[config.mk]
export PLATFORM = sky130hd
export DESIGN_NAME = mux4
export DESIGN_NICKNAME = d
export VERILOG_FILES = /design/src/rtl/mux4.sv
export SDC_FILE = /design/constraint.sdc
export NUM_CORES = 1
export LEC_CHECK = 0
export CORE_AREA = 5 5 42 44
export CTS_CLUSTER_DIAMETER = 120
export DETAILED_ROUTE_END_ITERATION = 16
export DIE_AREA = 0 0 47 49
export PLACE_DENSITY = 0.45
export SYNTH_ARGS = -nofsm -noshare
export SYNTH_HDL_FRONTEND = slang
export SYNTH_SLANG_ARGS = --single-unit
[constraint.sdc]
create_clock -name clk -period 2.4 [get_ports clk]
set_input_delay 0.72 -clock clk [delete_from_list [all_inputs] [get_ports clk]]
set_output_delay 0.72 -clock clk [all_outputs]
set_load 0.1 [all_outputs]
[src/rtl/mux4.sv]
// Single-bit 4:1 selector with a combinational output plus a registered
// sample of that output, the captured select and a one-cycle change flag.
module mux4 (
    input  logic       clk,
    input  logic       rst,
    input  logic [0:3] i,
    input  logic       j0,
    input  logic       j1,
    output logic       o,
    output logic       o_q,
    output logic [1:0] sel_q,
    output logic       chg
);

    logic [1:0] idx;

    assign idx = {j0, j1};

    // i is declared [0:3], so idx 0 picks the leftmost literal bit; an X select
    // propagates to o in simulation rather than falling back to a lane.
    assign o = i[idx];

    // chg compares the live output against the pre-edge registered value, so it
    // marks exactly the edges where o_q toggles.
    always_ff @(posedge clk or posedge rst) begin
        if (rst) begin
            o_q   <= 1'b0;
            sel_q <= 2'b00;
            chg   <= 1'b0;
        end else begin
            o_q   <= o;
            sel_q <= idx;
            chg   <= o ^ o_q;
        end
    end

endmodule

==> results.py <==
metrics = {
    "final_layout": {
        "nNetsFinal": 33,
        "syn_to_final_growth_pct": 117.6,
        "antenna-diode-count": 0,
        "fin_cells": 39,
        "fillers": 164,
        "drive_gt1_frac": 0.4783,
    },
    "place": {
        "portBuffers": 12,
        "gp_congestion": 0.6615,
        "dp_cells": 36,
    },
    "sta": {
        "finalSetupTns_ps": 0,
        "finClkSkew_ps": 0.03464,
        "hold_viol_final": 0,
        "max_freq_mhz": 421.1,
        "period_share": 0.9896,
        "period_needed_ps": 2375,
        "drv_slew": 0,
        "setup_violations": 0,
        "rsz0062_at_grt": "false",
        "tightest_slew_ps": 281.5,
        "slew_headroom": 0.8139,
    },
    "power_and_ir_drop": {
        "p_comb_frac": 0.391,
        "p_int_w": 0.0001581,
        "p_per_area_nw_per_um2": 895.6,
        "p_sw_frac": 0.3998,
        "seq_power_share": 0.294,
        "p_leak_nw": 0.1442,
        "p_total_w": 0.0002633,
        "peakVddDrop_mv": 0.2381,
        "clkPwrFrac": 0.314,
        "p_sw_w": 0.0001053,
    },
    "setup_path": {
        "crit_path_end_kind": "primary output",
        "crit_chain": "dlygate4sd2_1 > mux4_2 > buf_12",
        "rr_worst_depth": 1,
        "cp-start-kind": "input pin",
        "cp_max_fo": 2,
        "critPathRequiredTime_ps": 1680,
        "cp.arrival_ps": 1650,
        "critPathMaxStageDelay_ps": 500,
        "criticalPathCategory": "input pin to primary output",
        "slowest_stage": "mux4_2",
    },
    "logic_synthesis": {
        "ys_top_cells_by_count": "dfrtp_1 (4), inv_1 (1), mux4_2 (1), xor2_1 (1)",
        "synthCells": 7,
        "synth.most_common_cell": "dfrtp_1",
        "synthDistinctLibCells": 4,
        "syn_area_per_cell_um2": 19.30,
        "synth.area.top_cells": "dfrtp_1 (74%), mux4_2 (17%), xor2_1 (6.5%), inv_1 (2.8%)",
        "syn-cell-area_um2": 135.1,
        "ys.flop_type": "dfrtp_1",
        "syn_nets": 15,
        "synth_seq_area_share": 0.7407,
        "async_flop_share": 1.000,
        "yosysWarningCount": 0,
        "synth_largest_area_cell": "dfrtp_1",
        "synth_edf_count": 0,
        "synth_seq_cells": 4,
        "synth_top_area_share": 0.7407,
    },
    "clocking": {
        "cts_tree": "done",
        "numCtsBuffers": 3,
        "clk_latency_ps": 230,
        "cts.sinks": 4,
        "clockRootBuffer": "clkbuf_4",
        "clk_pin_slew_ps": 40,
        "cts_max_path_buffers": 2,
        "h-tree-depth": 1,
    },
    "global_route": {
        "grt_max_degree": 5,
        "grt_pass1_wl_um": 593,
        "grt-ovfl-total": 0,
        "antenna_found_initial": 0,
        "gr-usage-all-layers": 0.04108,
        "grt_pass1_vias": 133,
    },
    "floorplan": {
        "rows": 14,
        "die_w_um": 47,
        "die_area_um2": 2303,
        "core_um2": 1401,
        "io_pins": 13,
        "initial_utilization": 0.09643,
        "die_h_um": 49,
    },
    "min_path": {
        "hold_depth": 1,
        "hold_path.class": "flip-flop to flip-flop",
    },
    "route": {
        "firstDrtPassIters": 2,
        "drt_wl_total_um": 389,
        "drtIter0Drc": 1,
        "drc": 0,
        "viasPerCell": 3.051,
        "wl_per_cell_um": 9.974,
        "postRouteAntennaNets": 0,
        "vias": 119,
    },
    "outcome": {
        "status": "finished, final reports clean",
    },
    "job": {
        "drv_cap": 0,
    },
}
[registers in the layout, indices dropped and copies added (netlist names)]
name	cells
sel_q	2
chg	1
o_q	1
[layout by cell type, fill, tap and decap left out, drive strengths merged]
master         count
dfrtp              4
dlygate4sd2        5
buf                6
xor2               1
clkdlybuf4s50      1
inv                1
mux4               1
clkbuf             4
[through the flow]
stage / setup WS [ps] / instance area [µm²] / hold slack, ps / util
floorplan: 196.8 / 135.1 / 486.1 / -
global placement: -290.5 / 282.8 / 461.2 / 0.2018
detailed placement: -286.0 / 282.8 / 471.4 / 0.2018
CTS: 8.858 / 299.0 / 476.5 / 0.2134
global route: 8.890 / 294.0 / 491.1 / 0.2098
finish: 25.03 / 294.0 / 474.0 / 0.2098
[routing by layer]
| metal | wire length (µm) | share of wire | global-route usage | vias up |
|---|---|---|---|---|
| li1 | - | - | - | 55 |
| met1 | 154 | 0.40 | 0.04474 | 49 |
| met2 | 115 | 0.30 | 0.03846 | 15 |
| met3 | 119 | 0.31 | 0.05535 | 0 |
| met4 | 0 | 0 | 0.02765 | 0 |
| met5 | 0 | 0 | 0 | - |
[power by group through the flow]
| stage | Sequential, W | Clock, W | Combinational, W |
|---|---|---|---|
| after floorplan | 0.000129 | 0 | 0.0000202 |
| after global placement | 0.0000781 | 0 | 0.000107 |
| after detailed placement | 0.0000784 | 0 | 0.000107 |
| after CTS | 0.0000775 | 0.0000883 | 0.000104 |
| after global routing | 0.0000779 | 0.0000928 | 0.000106 |
| final | 0.0000774 | 0.0000828 | 0.000103 |
[layout make-up]
| type | count | area (µm²) | share of cell area |
|---|---|---|---|
| inverter | 1 | 3.754 | 0.01277 |
| sequential | 4 | 100.1 | 0.3404 |
| clock buffer | 3 | 22.52 | 0.07660 |
| tap | 16 | 20.02 | 0.06809 |
| multi-input combinational | 2 | 31.28 | 0.1064 |
| timing repair buffer | 13 | 116.4 | 0.3957 |
[path summary, 6_finish.rpt]
check                              startpoint                 end  slack (ps)
worst max-delay path                     i[0]                   o          30
worst max register to register  o_q$_DFF_PP0_       chg$_DFF_PP0_        1740
max in group asynchronous                 rst  sel_q[0]$_DFF_PP0_        1590
worst min register to register  o_q$_DFF_PP0_       chg$_DFF_PP0_         470
worst min-delay path            o_q$_DFF_PP0_       chg$_DFF_PP0_         470
min in group asynchronous                 rst       o_q$_DFF_PP0_         670
[kinds of logic after synthesis]
| family | Yosys count | synth area share |
|---|---|---|
| XOR/XNOR | 1 | 0.06483 |
| buffers and inverters | 1 | 0.02775 |
| flip-flops | 4 | 0.7408 |
| multiplexers | 1 | 0.1667 |
[what timing repair did]
action,4_1_cts,5_1_grt
pin swaps,0,0
setup endpoints to repair,1,1
setup buffers,0,0
hold buffers,0,0
gates cloned,0,0
resized for setup,7,1
[critical path: cells and delay by family]
family	cells	cell delay [ps]
multiplexers	1	500
buffers and inverters	2	430
Power figures use the tool's default switching activity.
